`src/rtl/hazard_ctrl_mc.sv`:
```
// Hazard controller for the 5-stage core: load-use stall, branch flush and
// multi-cycle multiply hold, plus a saturating stall-cycle counter.
module hazard_ctrl_mc #(
    parameter int unsigned REG_ADDR_W  = 5,
    parameter int unsigned MUL_LATENCY = 4,
    parameter int unsigned CNT_W       = 16
) (
    input  logic                  clk,
    input  logic                  rst,
    input  logic [REG_ADDR_W-1:0] rs1_ID,
    input  logic [REG_ADDR_W-1:0] rs2_ID,
    input  logic                  use_rs1_ID,
    input  logic                  use_rs2_ID,
    input  logic [REG_ADDR_W-1:0] rd_EXE,
    input  logic                  MemRead_EXE,
    input  logic                  MulOp_EXE,
    input  logic                  branch_taken_EXE,
    output logic                  PCWrite,
    output logic                  IF_ID_Write,
    output logic                  IF_ID_flush,
    output logic                  ID_EX_Write,
    output logic                  stall_sel,
    output logic                  EX_MEM_bubble,
    output logic                  mul_busy,
    output logic                  mul_done,
    output logic [CNT_W-1:0]      stall_cycles
);

    localparam int unsigned CNT_BITS = 4;
    // Start cycle counts as the first hold, so BUSY needs MUL_LATENCY-2 more.
    localparam logic [CNT_BITS-1:0] CNT_INIT =
        (MUL_LATENCY >= 2) ? CNT_BITS'(MUL_LATENCY - 2) : '0;
    localparam bit MUL_MULTI = (MUL_LATENCY >= 2);

    typedef enum logic {
        IDLE = 1'b0,
        BUSY = 1'b1
    } state_t;

    state_t              state_q, state_d;
    logic [CNT_BITS-1:0] cnt_q, cnt_d;
    logic [CNT_W-1:0]    stall_q, stall_d;
    logic                load_use_c;
    logic                mul_hold_c;

    assign load_use_c = MemRead_EXE && (rd_EXE != '0) &&
                        ((use_rs1_ID && (rs1_ID == rd_EXE)) ||
                         (use_rs2_ID && (rs2_ID == rd_EXE)));

    // Next-state, multiply sequencing and pipeline control outputs.
    always_comb begin
        state_d       = state_q;
        cnt_d         = cnt_q;
        mul_hold_c    = 1'b0;
        mul_done      = 1'b0;
        PCWrite       = 1'b1;
        IF_ID_Write   = 1'b1;
        IF_ID_flush   = 1'b0;
        ID_EX_Write   = 1'b1;
        stall_sel     = 1'b1;
        EX_MEM_bubble = 1'b0;
        mul_busy      = 1'b0;
        stall_d       = stall_q;

        case (state_q)
            IDLE: begin
                if (MulOp_EXE) begin
                    if (MUL_MULTI) begin
                        mul_hold_c = 1'b1;
                        cnt_d      = CNT_INIT;
                        state_d    = BUSY;
                    end else begin
                        mul_done = 1'b1;
                    end
                end
            end
            BUSY: begin
                if (cnt_q != '0) begin
                    mul_hold_c = 1'b1;
                    cnt_d      = cnt_q - CNT_BITS'(1);
                end else begin
                    mul_done = 1'b1;
                    state_d  = IDLE;
                end
            end
        endcase

        if (!rst) begin
            mul_busy = (state_q == BUSY);
            // Hold beats flush; a flush kills the ID instruction so load-use is moot.
            if (mul_hold_c) begin
                PCWrite       = 1'b0;
                IF_ID_Write   = 1'b0;
                ID_EX_Write   = 1'b0;
                EX_MEM_bubble = 1'b1;
            end else if (branch_taken_EXE) begin
                IF_ID_flush = 1'b1;
                stall_sel   = 1'b0;
            end else if (load_use_c) begin
                PCWrite     = 1'b0;
                IF_ID_Write = 1'b0;
                stall_sel   = 1'b0;
            end
            if (!PCWrite && (stall_q != '1)) begin
                stall_d = stall_q + CNT_W'(1);
            end
        end else begin
            mul_done = 1'b0;
        end
    end

    always_ff @(posedge clk) begin
        if (rst) begin
            state_q <= IDLE;
            cnt_q   <= '0;
            stall_q <= '0;
        end else begin
            state_q <= state_d;
            cnt_q   <= cnt_d;
            stall_q <= stall_d;
        end
    end

    assign stall_cycles = stall_q;

endmodule

```
`config.mk`:
```
export PLATFORM = sky130hd
export DESIGN_NAME = hazard_ctrl_mc
export DESIGN_NICKNAME = d
export VERILOG_FILES = /design/src/rtl/hazard_ctrl_mc.sv
export SDC_FILE = /design/constraint.sdc
export NUM_CORES = 1
export LEC_CHECK = 0
export ABC_AREA = 1
export CAP_MARGIN = 25
export CELL_PAD_IN_SITES_DETAIL_PLACEMENT = 0
export CELL_PAD_IN_SITES_GLOBAL_PLACEMENT = 1
export CORE_UTILIZATION = 31
export CTS_CLUSTER_SIZE = 12
export DETAILED_ROUTE_END_ITERATION = 7
export PLACE_DENSITY_LB_ADDON = 0.3
export SYNTH_ARGS = -nofsm -noshare
export SYNTH_HDL_FRONTEND = slang
export SYNTH_SLANG_ARGS = --single-unit
export TNS_END_PERCENT = 5
```
`constraint.sdc`:
```
create_clock -name clk -period 2.6 [get_ports clk]
set_clock_uncertainty 0.2 [all_clocks]
set_input_delay 0.52 -clock clk [delete_from_list [all_inputs] [get_ports clk]]
set_output_delay 0.52 -clock clk [all_outputs]
set_load 0.01 [all_outputs]
```
---- After elaboration in Yosys (flattened, before gate mapping) ----
Cells that the tools add are included.
storage, ports and cells
  flip-flop bits (word level) ............. 21
  bits of input ports ..................... 22
  output and inout bits ................... 24
  word-level logic and storage cells ...... 47
operators by class
  add/sub/neg operators ................... 2
  eq/ne operators ......................... 5
  mux-type cells .......................... 26
  bitwise operators ....................... 1
  reduce and logical (&&, ||, !) cells .... 10
operator list
  operator               count
  $mux 1                 21
  $add 16x1->16 const B  1
  $ne 16x16->1 const B   1
  $eq 5x5->1             2
  $mux 4                 2
  $pmux 4 s2             1
  $logic_and 1x1->1      5
  $reduce_bool 5->1      1
  $pmux 1 s2             2
  $reduce_bool 4->1      1
  $sub 4x1->4 const B    1
  $ne 2x1->1 const B     1
  $ne 2x2->1 const B     1
  $reduce_and 2->1       1
  $logic_not 1->1        1
  $logic_or 1x1->1       1
  $not 1->1              1

---- Logic depth before layout (Yosys ltp) ----
Gate-level depths: netlist of the first run.
  depth after elaboration ................. 10
  mapped depth ............................ 12
  mapped depth without buffers ............ 11

---- Least setup slack after synthesis of the first run ----
Ideal clock, no wire load.
  path type ............................... flip-flop to output port
  from .................................... register cnt_q[0]
  to ...................................... output PCWrite
  arrival time ............................ 1.454 ns
  data required time ...................... 1.880 ns
  slack ................................... 0.426 ns
  stages on the path, launching flop included .. 11
  path buffers ............................ 2
  cell sequence ........................... dfxtp_1 inv_1 ha_1 nand2_1 nor2_2 nor2_2 a21oi_4 nand2_4 buf_6 nand2_1 buf_4
between the ends
  word-level cells in the longest chain between the ends .. 6
ends and longest elaborated chain
  item                    RTL line  RTL
  start, declared         41        logic [CNT_BITS-1:0] cnt_q, cnt_d;
  start signal, assigned  119       cnt_q <= cnt_d;
  $reduce_bool 4->1       78        if (cnt_q != '0) begin
  $mux 1                  78
  $pmux 1 s2              65        case (state_q)
  $mux 1                  91        if (mul_hold_c) begin
  $mux 1 (2 in a row)     88        if (!rst) begin
  end, declared           18        output logic PCWrite,
No other way between the ends. The select of a mux whose other input is x is not followed.

---- Final worst setup path of the first run ----
  from .................................... input rst
  to ...................................... output mul_busy
between the ends
  word-level cells in the longest chain between the ends .. 1
ends and longest elaborated chain
  item             RTL line  RTL
  start, declared  9         input logic rst,
  $mux 1           88
  end, declared    24        output logic mul_busy,
No other way between the ends.

==> flow_summary.yaml, run 1 <==
clock_tree:
  cts_tree: "done"
  h-tree-depth: 1
  cts_hold_buf: 0
  cts_buffer_depth: 2
  cts_root_buf: "clkbuf_8"
  path_clk_slew_ns: 0.09
  clkLatencyLatePin_ns: 0.26
  cts_made_buffers: 3
  cts_sinks: 21
synthesis:
  synth.area.top_cells: "dfxtp_1 29%, nand2_1 17%, nor2_1 11%, inv_1 8.5%, nand3_1 7.9%"
  synth_cell_types: 26
  netlist.area_leader.share_pct: 28.8
  seq_area_frac_synth_pct: 28.8
  ys_warn_count: 0
  syn_nets: 268
  synthesis.area_mm2: 0.00146
  synth_seq_cells: 21
  synth_cells: 244
  synth_top_area_cell: "dfxtp_1"
  syn_area_per_cell_um2: 5.98
setup_path:
  crit_path_max_fanout: 4
  r2r_slack_ns: 0.59
  cp_data_required_time_ns: 1.88
  end_kind: "output pin"
  cp-start-kind: "input pin"
  cp.arrival_ns: 1.79
  ff2ff_path_depth: 12
  critPathKind: "input pin to output pin"
floorplan:
  start_util_pct: 32.9
  coreArea_mm2: 0.00444
  die_h_um: 70.6
  rows: 24
  die_w_um: 70.6
  io_pins: 46
  dieArea_mm2: 0.00499
power:
  p_switching_mw: 0.230
  p_int_mw: 0.535
  irDropWorstVdd_mv: 0.289
  powerDensity_mw_per_mm2: 379
  switching_share_pct: 30.1
  p_leak_nw: 0.934
  power_frac_comb_pct: 25.3
  power.share.sequential_pct: 45.1
  pwr-share-clk_pct: 29.7
final_layout:
  drive_gt1_share_pct: 11.2
  utilization_pct: 45.4
  nets: 320
  final_common_cell: "nand2_1"
  mostFrequentLayoutCells: "67 x nand2_1, 42 x nor2_1, 32 x inv_1, 31 x clkdlybuf4s50_1, 23 x nand3_1"
  num_antenna_cells: 0
  synthToLayoutAreaGrowth_pct: 38.2
run_status:
  status: "finished, violations left"
  failed_checks: "DRC"
timing:
  setup_viol: 0
  slew_headroom_pct: 76.0
  period_minus_slack_ns: 2.51
  worst_slack_ns: 0.0861
  fmax_ghz: 0.398
  tightest_slew_ns: 0.357
  hold_violations: 0
  drv_slew: 0
  post-route-period-util_pct: 96.7
route:
  wire_per_inst_um: 10.0
  ant_nets: 0
  first_pass_iters: 6
  via_per_inst: 4.51
  drc_errors: 2
  vias: 1564
  wirelength_um: 3490
  drtIter0Drc: 46
global_routing:
  antenna_found_initial: 0
  overflow: 0
  grt_first_pass_wirelength_um: 6270
  grt_pass1_vias: 1484
  grt_max_degree: 33
  grt_use_total_pct: 15.2
place:
  dpl_worst_slack_ns: -0.393
  port_buffers: 45
  post-dp-hpwl_um: 2710
  place_congestion: 0.793
hold_path:
  hp-class: "register to register"
  holdPathStages: 1
flow_run:
  drv_cap: 0
-- cell families after synthesis --
logic type                 count (synthesis)  share of synthesized area (%)
adders and majority gates                  2                           1.71
DFF                                       21                           28.8
and+or+nand+nor                          153                           46.6
xor gates and xnor gates                   2                           1.20
AOI/OAI and AO/OA                         24                           9.00
buffers and inverters                     42                           12.7
-- power groups by stage --
| stage | registers, mW | logic [mW] | clock network [mW] |
|---|---|---|---|
| 2_1_floorplan | 0.351 | 0.120 | 0 |
| 3_3_place_gp | 0.352 | 0.201 | 0 |
| 3_5_place_dp | 0.351 | 0.201 | 0 |
| 4_1_cts | 0.344 | 0.193 | 0.236 |
| 5_1_grt | 0.347 | 0.221 | 0.248 |
| 6_report | 0.345 | 0.193 | 0.227 |
-- per-layer routing --
layer	track usage (%)	share of wire, %	vias to the layer above
met1	20.3	51	670
met2	26.0	43	27
li1	-	-	865
met3	3.28	4.9	2
met4	2.00	0.57	0
met5	0	0	-
-- cell usage after synthesis, drive strengths merged --
cell type and number:
nand2 70, nor2 49, inv 34, nand3 24, a21oi 22, dfxtp 21
nand4 6, buf 5, clkinv 2, ha 2, nor3 2, o21ai 2
xor2 2, clkbuf 1, nand3b 1, nor4 1
-- critical path: stages --
cell,delay (ns)
clkdlybuf4s50_1,0.48
buf_4,0.17
nor2_1,0.09
clkdlybuf4s50_1,0.54
-- state kept, by name, indices dropped and copies added, names as in the netlist --
signal	cells
state_q	1
cnt_q	4
stall_cycles	16
-- final cells by class --
class	count	area [um2]
Fill cell	494	2430
Multi-Input combinational cell	181	857
Timing Repair Buffer	53	489
Sequential cell	21	423
Inverter	36	135
Tap cell	52	65.1
Clock buffer	3	41.3
Clock inverter	1	7.51
-- worst paths after layout --
path | from | end
min | cnt_q[0] | cnt_q[0]
max | rst | mul_busy
min reg2reg | cnt_q[0] | cnt_q[0]
max reg2reg | cnt_q[0] | stall_cycles[4]
-- metrics by stage --
step	cell area [um2]	setup TNS (ns)	hold WS, ns	power (mW)	instances
after floorplan	1460	0	0.251	0.471	244
after global placement	1980	-1.36	0.267	0.553	342
after detailed placement	1980	-1.35	0.273	0.553	342
after CTS	2000	-0.163	0.286	0.774	346
after global routing	2020	-0.0233	0.256	0.815	347
final	2020	0	0.243	0.765	347
-- repair_timing --
action / 4_1_cts / 5_1_grt
resized for setup: 22 / 8
endpoints found under the setup margin: 7 / 6
buffers inserted: 0 / 1
pin swaps: 1 / 1
(Power assumes the default switching activity.)
==> run 2, diff against run 1 <==
Settings changed: CAP_MARGIN 25 to not set, CTS_CLUSTER_DIAMETER set to 30.
==> results of run 2 <==
The final DEF is identical to that of run 1; final timing and power are the same.
